File: src/rtl/apb_arbiter_master.sv
// ----------------------------------------------------------------------------
// apb_arbiter_master
//
// Two-requester round-robin arbiter that turns a winning command into one
// APB transfer (IDLE -> SETUP -> ACCESS) and returns a one-cycle response
// pulse to the winning requester. An ACCESS phase that sees PREADY low for
// TIMEOUT consecutive cycles is forcibly ended with an error response.
//
// Ports
//   PCLK, PRESET          clock, synchronous active-high reset
//   req_valid/req_write   per-requester command valid / direction (1 = write)
//   req_addr/req_wdata    per-requester address / write data, requester i in
//                         slice [i*W +: W]
//   req_ready             one-hot accept pulse (combinational, IDLE only)
//   rsp_valid             one-hot one-cycle response pulse
//   rsp_rdata/rsp_err     response data / error, held between responses
//   busy                  high while in SETUP or ACCESS
//   PSEL..PWDATA          APB master outputs, all registered
//   PRDATA/PREADY/PSLVERR APB completer returns
// ----------------------------------------------------------------------------
module apb_arbiter_master #(
    parameter int ADDR_W  = 32,
    parameter int DATA_W  = 32,
    parameter int TIMEOUT = 16
) (
    input  logic                  PCLK,
    input  logic                  PRESET,
    input  logic [1:0]            req_valid,
    input  logic [1:0]            req_write,
    input  logic [2*ADDR_W-1:0]   req_addr,
    input  logic [2*DATA_W-1:0]   req_wdata,
    output logic [1:0]            req_ready,
    output logic [1:0]            rsp_valid,
    output logic [DATA_W-1:0]     rsp_rdata,
    output logic                  rsp_err,
    output logic                  busy,
    output logic                  PSEL,
    output logic                  PENABLE,
    output logic                  PWRITE,
    output logic [ADDR_W-1:0]     PADDR,
    output logic [DATA_W-1:0]     PWDATA,
    input  logic [DATA_W-1:0]     PRDATA,
    input  logic                  PREADY,
    input  logic                  PSLVERR
);

    typedef enum logic [1:0] {
        ST_IDLE   = 2'd0,
        ST_SETUP  = 2'd1,
        ST_ACCESS = 2'd2
    } state_t;

    // Wait-counter value seen on the last permitted PREADY-low ACCESS cycle.
    localparam logic [7:0] TIMEOUT_LAST = 8'(TIMEOUT - 1);

    state_t              state_q, state_d;
    logic                ptr_q, ptr_d;
    logic                gnt_q, gnt_d;
    logic [7:0]          wait_cnt_q, wait_cnt_d;
    logic                psel_q, psel_d;
    logic                penable_q, penable_d;
    logic                pwrite_q, pwrite_d;
    logic [ADDR_W-1:0]   paddr_q, paddr_d;
    logic [DATA_W-1:0]   pwdata_q, pwdata_d;
    logic                busy_q, busy_d;
    logic [1:0]          rsp_valid_q, rsp_valid_d;
    logic [DATA_W-1:0]   rsp_rdata_q, rsp_rdata_d;
    logic                rsp_err_q, rsp_err_d;

    logic                gnt_s;
    logic                accept_s;

    function automatic logic [1:0] onehot2(input logic idx);
        return idx ? 2'b10 : 2'b01;
    endfunction

    // Round-robin pick: pointer breaks ties, a lone requester always wins.
    always_comb begin
        gnt_s = 1'b0;
        if (req_valid == 2'b11) begin
            gnt_s = ptr_q;
        end else if (req_valid[1]) begin
            gnt_s = 1'b1;
        end else begin
            gnt_s = 1'b0;
        end
    end

    // A command is taken only in IDLE; reset suppresses the accept pulse.
    assign accept_s  = (state_q == ST_IDLE) && (|req_valid) && !PRESET;
    assign req_ready = accept_s ? onehot2(gnt_s) : 2'b00;

    // Next-state and next-output computation for the transfer FSM.
    always_comb begin
        state_d     = state_q;
        ptr_d       = ptr_q;
        gnt_d       = gnt_q;
        wait_cnt_d  = wait_cnt_q;
        pwrite_d    = pwrite_q;
        paddr_d     = paddr_q;
        pwdata_d    = pwdata_q;
        psel_d      = 1'b0;
        penable_d   = 1'b0;
        busy_d      = 1'b0;
        rsp_valid_d = 2'b00;
        rsp_rdata_d = rsp_rdata_q;
        rsp_err_d   = rsp_err_q;

        case (state_q)
            ST_IDLE: begin
                if (accept_s) begin
                    state_d    = ST_SETUP;
                    gnt_d      = gnt_s;
                    ptr_d      = ~gnt_s;
                    wait_cnt_d = 8'd0;
                    pwrite_d   = gnt_s ? req_write[1] : req_write[0];
                    paddr_d    = gnt_s ? req_addr[2*ADDR_W-1:ADDR_W]
                                       : req_addr[ADDR_W-1:0];
                    pwdata_d   = gnt_s ? req_wdata[2*DATA_W-1:DATA_W]
                                       : req_wdata[DATA_W-1:0];
                    psel_d     = 1'b1;
                    busy_d     = 1'b1;
                end else begin
                    state_d = ST_IDLE;
                end
            end
            ST_SETUP: begin
                state_d   = ST_ACCESS;
                psel_d    = 1'b1;
                penable_d = 1'b1;
                busy_d    = 1'b1;
            end
            ST_ACCESS: begin
                if (PREADY) begin
                    // Completion takes priority over a coincident timeout.
                    state_d     = ST_IDLE;
                    rsp_valid_d = onehot2(gnt_q);
                    rsp_err_d   = PSLVERR;
                    rsp_rdata_d = pwrite_q ? {DATA_W{1'b0}} : PRDATA;
                end else if (wait_cnt_q == TIMEOUT_LAST) begin
                    state_d     = ST_IDLE;
                    rsp_valid_d = onehot2(gnt_q);
                    rsp_err_d   = 1'b1;
                    rsp_rdata_d = {DATA_W{1'b0}};
                end else begin
                    wait_cnt_d = wait_cnt_q + 8'd1;
                    psel_d     = 1'b1;
                    penable_d  = 1'b1;
                    busy_d     = 1'b1;
                end
            end
            default: begin
                state_d = ST_IDLE;
            end
        endcase
    end

    // State and output registers with synchronous reset.
    always_ff @(posedge PCLK) begin
        if (PRESET) begin
            state_q     <= ST_IDLE;
            ptr_q       <= 1'b0;
            gnt_q       <= 1'b0;
            wait_cnt_q  <= 8'd0;
            psel_q      <= 1'b0;
            penable_q   <= 1'b0;
            pwrite_q    <= 1'b0;
            paddr_q     <= {ADDR_W{1'b0}};
            pwdata_q    <= {DATA_W{1'b0}};
            busy_q      <= 1'b0;
            rsp_valid_q <= 2'b00;
            rsp_rdata_q <= {DATA_W{1'b0}};
            rsp_err_q   <= 1'b0;
        end else begin
            state_q     <= state_d;
            ptr_q       <= ptr_d;
            gnt_q       <= gnt_d;
            wait_cnt_q  <= wait_cnt_d;
            psel_q      <= psel_d;
            penable_q   <= penable_d;
            pwrite_q    <= pwrite_d;
            paddr_q     <= paddr_d;
            pwdata_q    <= pwdata_d;
            busy_q      <= busy_d;
            rsp_valid_q <= rsp_valid_d;
            rsp_rdata_q <= rsp_rdata_d;
            rsp_err_q   <= rsp_err_d;
        end
    end

    assign PSEL      = psel_q;
    assign PENABLE   = penable_q;
    assign PWRITE    = pwrite_q;
    assign PADDR     = paddr_q;
    assign PWDATA    = pwdata_q;
    assign busy      = busy_q;
    assign rsp_valid = rsp_valid_q;
    assign rsp_rdata = rsp_rdata_q;
    assign rsp_err   = rsp_err_q;

endmodule
File: config.mk
export PLATFORM = sky130hd
export DESIGN_NAME = apb_arbiter_master
export DESIGN_NICKNAME = d
export VERILOG_FILES = /design/src/rtl/apb_arbiter_master.sv
export SDC_FILE = /design/constraint.sdc
export NUM_CORES = 1
export LEC_CHECK = 0
export CORE_MARGIN = 4
export CORE_UTILIZATION = 39
export DETAILED_ROUTE_END_ITERATION = 8
export PLACE_DENSITY = 0.85
export SYNTH_ARGS = -nofsm -noshare
export SYNTH_HDL_FRONTEND = slang
export SYNTH_SLANG_ARGS = --single-unit
File: constraint.sdc
create_clock -name PCLK -period 2.65 [get_ports PCLK]
set_input_delay 0.53 -clock PCLK [delete_from_list [all_inputs] [get_ports PCLK]]
set_output_delay 0.53 -clock PCLK [all_outputs]
set_load 0.05 [all_outputs]
==> results of run 1 <==
-- layer usage --
layer / track usage (%) / routed length (um) / up-vias
met3: 10.86 / 1547 / 38
met2: 44.27 / 8714 / 261
met1: 27.98 / 6129 / 2379
li1: - / - / 2198
met5: 0 / 0 / -
met4: 8.974 / 411 / 0
-- registers in the layout, indices dropped and copies added (netlist names) --
| register | count |
|---|---|
| rsp_rdata | 32 |
| PADDR | 32 |
| PENABLE | 1 |
| gnt_q | 1 |
| busy | 1 |
| rsp_valid | 2 |
| PWRITE | 1 |
| PWDATA | 32 |
| state_q | 2 |
| ptr_q | 1 |
| wait_cnt_q | 8 |
| rsp_err | 1 |
-- worst paths after layout --
path / end / depth (start not counted) / startpoint
worst max-delay path: req_ready[0] / 6 / state_q[1]
worst min-delay path: wait_cnt_q[5] / 2 / PRESET
worst max register to register: PADDR[11] / 8 / state_q[0]
worst min register to register: rsp_valid[0] / 1 / gnt_q
-- through the flow --
stage	total power [mW]	hold WS (ns)	util, %	cell area [um2]
6_report	4.946	0.2939	70.65	7625
5_1_grt	5.116	0.2876	70.65	7625
4_1_cts	4.972	0.2638	70.62	7622
3_5_place_dp	3.028	0.4464	66.01	7124
3_3_place_gp	2.999	0.4468	66.01	7124
2_1_floorplan	2.497	0.4172	-	4288
-- critical path, delay by kind of cell (launching register included) --
family / cells / cell delay, ns
DFF: 1 / 0.33
and+or+nand+nor: 2 / 0.33
buffers and inverters: 2 / 0.28
adders and majority gates: 1 / 0.27
AOI/OAI and AO/OA: 1 / 0.21
-- where the power goes --
group	leakage (nW)	internal [mW]	switching, mW
Combinational	1.63	0.503	0.632
Clock	0.245	1.24	0.703
Sequential	0.928	1.81	0.0579
-- logic make-up after synthesis --
group,synth area share [%]
buffers and inverters,5.311
adders and majority gates,1.459
AOI/OAI and AO/OA,25.15
muxes,0.7003
DFF,53.22
and+or+nand+nor,14.15
-- area by class of cell --
cell class | instances | area, um2
Tap cell | 140 | 175.2
Fill cell | 753 | 3168
Inverter | 8 | 30.03
Sequential cell | 114 | 2282
Multi-Input combinational cell | 276 | 1809
Timing Repair Buffer | 284 | 2830
Clock buffer | 26 | 498.0
-- placed cells by master, fill, tap and decap left out, types with 2 or more instances in the layout --
| master | count |
|---|---|
| a211oi_1 | 2 |
| a21oi_1 | 9 |
| a21oi_4 | 2 |
| a222oi_1 | 65 |
| a22oi_1 | 32 |
| and3_1 | 2 |
| buf_12 | 2 |
| buf_4 | 13 |
| clkbuf_1 | 4 |
| clkbuf_16 | 16 |
| clkbuf_8 | 6 |
| clkdlybuf4s50_1 | 269 |
| dfxtp_1 | 114 |
| ha_1 | 4 |
| inv_1 | 8 |
| mux2i_1 | 3 |
| nand2_1 | 7 |
| nand2b_1 | 2 |
| nand3_1 | 2 |
| nand4_1 | 2 |
| nor2_1 | 114 |
| nor3_1 | 7 |
| nor3b_1 | 3 |
| o21ai_0 | 4 |
| o32ai_1 | 3 |
==> run_results.csv, run 1 <==
group,metric,value,unit
outcome,status,"finished, violations left",
outcome,violations,"design-rule violations",
min_path,hp-class,"in -> reg",
yosys,synthTopCellsByCount,"115 x nor2_1, 114 x dfxtp_1, 65 x a222oi_1, 32 x a22oi_1, 22 x clkbuf_1",
sta,period_needed,2.475,ns
floorplan,rows,38,
routing,vias_per_cell,5.750,
power,ir_drop,0.4795,mV
power,leakage,2.807,nW
placement,gp_congestion,0.8867,
routing,wl_per_cell,19.81,um
clock_tree,clockBufferDepth,2,
final_layout,layout-drive-gt1-share,6.356,%
critical_path,worstPathCellList,"inv_1 > ha_2 > and2b_1 > nand2_1 > a21oi_4 > buf_12",
clock_tree,cts_tree,"built",
clock_tree,clk_latency,0.53,ns
clock_tree,h-tree-depth,4,
sta,period_share,93.38,%
yosys,synth_area,4288,um2
routing,final_antenna_net_count,0,
yosys,avgSynthCellArea,9.767,um2
critical_path,required,2.12,ns
routing,drt_iter0_markers,677,
sta,maxSlewViolCount,0,
clock_tree,clkTransAtPathRegs,0.05,ns
placement,dp_slack,0.3123,ns
placement,port_buffers,272,
floorplan,dieHeight,112.9,um
final_layout,fin_nets,874,
yosys,synthArstFlopShare,0,%
critical_path,reg2reg_slack,0.53,ns
clock_tree,post_cts_buffers,0,
sta,max_slew.worst_pin.slew,1.112,ns
routing,vias,4876,
sta,fmax,404.1,MHz
clock_tree,hold_buffers,0,
floorplan,fp.dieArea,12740,um2
routing,first_pass_iters,9,
yosys,synth-edff-count,0,
final_layout,antenna-diode-count,0,
sta,clock_skew,0.006781,ns
yosys,synth_cell_type_count,32,
sta,setup_viol,0,
floorplan,die_x,112.9,um
routing,drc,6,
sta,hold_viol,0,
sta,fin_ws,0.1753,ns
sta,slew-limit-headroom,25.88,%
critical_path,crit_slowest_cell,"dfxtp_1",
global_route,grt_usage,25.55,%
yosys,synth.most_common_cell,"nor2_1",
critical_path,critPathMaxFanout,7,
global_route,grt_antenna_before_repair,0,
critical_path,start_kind,"flop",
global_route,grt_pass1_vias,4968,
routing,wirelength,16800,um
yosys,ys_warn_count,0,
yosys,syn_inst,439,
critical_path,worstPathArrival,1.94,ns
clock_tree,ctsResizeCount,0,
critical_path,worstSetupPathType,"reg -> out",
sta,rsz0062_at_grt,"no",
global_route,gr-total-overflow,0,
clock_tree,cts_sinks,114,
final_layout,finalNonFillerCells,848,
yosys,synth-main-ff-cell,"dfxtp_1",
critical_path,critPathCaptureType,"primary output",
run,drv_cap,0,
clock_tree,cts_root_buf,"clkbuf_8",
power,p_per_area,648.6,nW/um2
critical_path,cpPeakStageDelay,0.33,ns
yosys,synth_seq_area_share,53.22,%
yosys,post-synth-top-area-cell,"dfxtp_1",
global_route,grt_pass1_wl,25610,um
yosys,synth-seq-cells,114,
final_layout,area_growth,77.82,%
global_route,grt_start_max_net_pins,107,
floorplan,core_area,10790,um2
placement,dp_cells,822,
yosys,syn_nets,612,
yosys,netlist.area_leader.share,53.22,%
yosys,ys_top_cells_by_area,"dfxtp_1 53%, a222oi_1 15%, nor2_1 10%, a22oi_1 5.6%, clkbuf_1 1.9%",
floorplan,ios,273,
placement,dp_hpwl,11980,um
clock_tree,cts_made_buffers,17,
floorplan,start_util,39.73,%
sta,setup_tns,0,ns
Power figures use the tool's default switching activity.
==> run 2: changes to the inputs <==
Settings changed: CORE_MARGIN 4 to not set.
==> run 2 against run 1 <==
  * The flow now finishes without violations
  * Total power increased by 9.2%
  * Register-to-register slack about the same
  * Clock skew increased by 0.0034 ns
  * Critical path depth unchanged
  * Design area increased by 1.8%
  * Highest routed layer unchanged
==> run_results.csv, run 2 (synthesized netlist as in run 1, its figures left out) <==
group,metric,value,unit
global_route,grt_start_max_net_pins,113,
sta,slew-limit-headroom,24.60,%
clock_tree,cts_root_buf,"clkbuf_8",
sta,maxSlewViolCount,0,
sta,fin_ws,0.1982,ns
floorplan,fp.dieArea,11420,um2
clock_tree,clk_latency,0.50,ns
placement,dp_hpwl,10830,um
global_route,gr-usage-met3,8.632,%
sta,setup_tns,0,ns
placement,placed_area,7127,um2
floorplan,ios,273,
global_route,grtUsageMet1,27.75,%
clock_tree,clockBufferDepth,2,
routing,vias_per_cell,5.717,
clock_tree,h-tree-depth,4,
clock_tree,cts_tree,"built",
floorplan,dieHeight,106.9,um
clock_tree,cts_made_buffers,17,
global_route,grt_usage,27.00,%
power,power_switching,1.457,mW
sta,period_share,92.52,%
final_layout,mostFrequentLayoutCells,"269 x clkdlybuf4s50_1, 114 x dfxtp_1, 114 x nor2_1",
sta,fmax,407.9,MHz
final_layout,area_growth,81.09,%
clock_tree,cts_sinks,114,
outcome,status,"complete, no violations",
placement,dp_slack,0.3765,ns
routing,wl_per_cell,18.49,um
floorplan,start_util,40.80,%
final_layout,design_area,7765,um2
critical_path,critPathMaxFanout,7,
routing,wirelength,15660,um
power,power_frac_seq,34.5,%
floorplan,core_area,10510,um2
power,p_int,3.942,mW
sta,clock_skew,0.01016,ns
global_route,grt_pass1_wl,23980,um
power,p_per_area,695.3,nW/um2
sta,hold_viol,0,
critical_path,start_kind,"flop",
routing,final_antenna_net_count,0,
global_route,busiest_layer,"met2",
routing,first_pass_iters,8,
critical_path,worstSetupPathType,"reg -> out",
floorplan,rows,37,
min_path,hp-class,"in -> reg",
critical_path,worstPathArrival,1.92,ns
placement,port_buffers,272,
power,power.share.clock,44.5,%
final_layout,layout.filler_cells,741,
sta,period_needed,2.452,ns
final_layout,layout-drive-gt1-share,7.032,%
critical_path,critPathCaptureType,"primary output",
global_route,grt_util_met2,48.62,%
clock_tree,hold_buffers,0,
routing,vias,4842,
power,combPwrFrac,21.0,%
final_layout,finalNonFillerCells,847,
final_layout,antenna-diode-count,0,
routing,drt_iter0_markers,464,
sta,max_slew.worst_pin.slew,1.131,ns
sta,rsz0062_at_grt,"no",
global_route,gr-total-overflow,0,
global_route,grt_antenna_before_repair,0,
final_layout,layout_commonest_cell,"clkdlybuf4s50_1",
power,ir_drop,0.3808,mV
critical_path,reg2reg_slack,0.52,ns
placement,dp_cells,814,
routing,drc,0,
sta,setup_viol,0,
power,switching_share,26.99,%
placement,gp_congestion,0.8642,
power,leakage,2.868,nW
final_layout,fin_nets,871,
critical_path,required,2.12,ns
global_route,grt_pass1_vias,4784,
run,drv_cap,0,
clock_tree,clkTransAtPathRegs,0.06,ns
floorplan,die_x,106.9,um
-- run 2: cell count changes in the layout (fill, tap and decap cells not counted) --
cell        previous run  this run
buf_12                 2         5
buf_4                 13         7
bufinv_16              0         4
clkbuf_1               4         2
clkbuf_8               6         5
clkinv_2               0         3
clkinv_4               0         1
clkinvlp_4             0         1
-- run 2: routing by layer --
metal  vias to the layer above  part of all wire [%]  wire, um
met2                       269                    51      8050
li1                       2200                     -         -
met4                         0                   3.4       527
met3                        40                   9.1      1424
met5                         -                     0         0
met1                      2333                    36      5661
-- run 2: power by group through the flow --
stage                     clock [mW]  sequential (mW)  combinational (mW)
after floorplan                    0             2.19               0.307
after global placement             0             1.89                1.10
after detailed placement           0             1.90                1.13
after CTS                       2.44             1.86                1.13
after global routing            2.54             1.87                1.19
final                           2.40             1.86                1.13
-- run 2: per-stage QoR --
step                power [mW]  util [%]  hold WS [ns]
global route             5.608     73.89        0.2298
floorplan                2.497         -        0.4172
detailed placement       3.024     67.82        0.4427
global placement         2.996     67.82        0.4359
finish                   5.399     73.89        0.2458
CTS                      5.441     73.79        0.2189
-- run 2: final cells by class --
class | instances | area [um2] | area share, %
repair buffers | 281 | 2845 | 36.64
well taps | 136 | 170.2 | 2.191
flip-flops and latches | 114 | 2282 | 29.39
clock buffers | 23 | 476.7 | 6.139
inverters | 8 | 30.03 | 0.3867
clock inverters | 9 | 151.4 | 1.950
multi-input cells | 276 | 1809 | 23.30
-- run 2: final timing paths --
path / startpoint / to / depth (start not counted)
setup / recovery: state_q[0] / req_ready[0] / 6
hold / removal: PRESET / wait_cnt_q[1] / 2
setup reg to reg: state_q[0] / PADDR[20] / 9
hold reg to reg: gnt_q / rsp_valid[0] / 1
-- run 2: what timing repair did --
item,4_1_cts,5_1_grt
gates resized for setup,0,1
buffers inserted,0,1
endpoints found under the setup margin,0,2
-- run 2: worst max-delay path, stage by stage, from the launching register on --
cell and delay (ns):
dfxtp_1 0.33, inv_1 0.11, ha_2 0.26, and2b_1 0.22, nand2_1 0.11, a21oi_4 0.22, buf_12 0.17
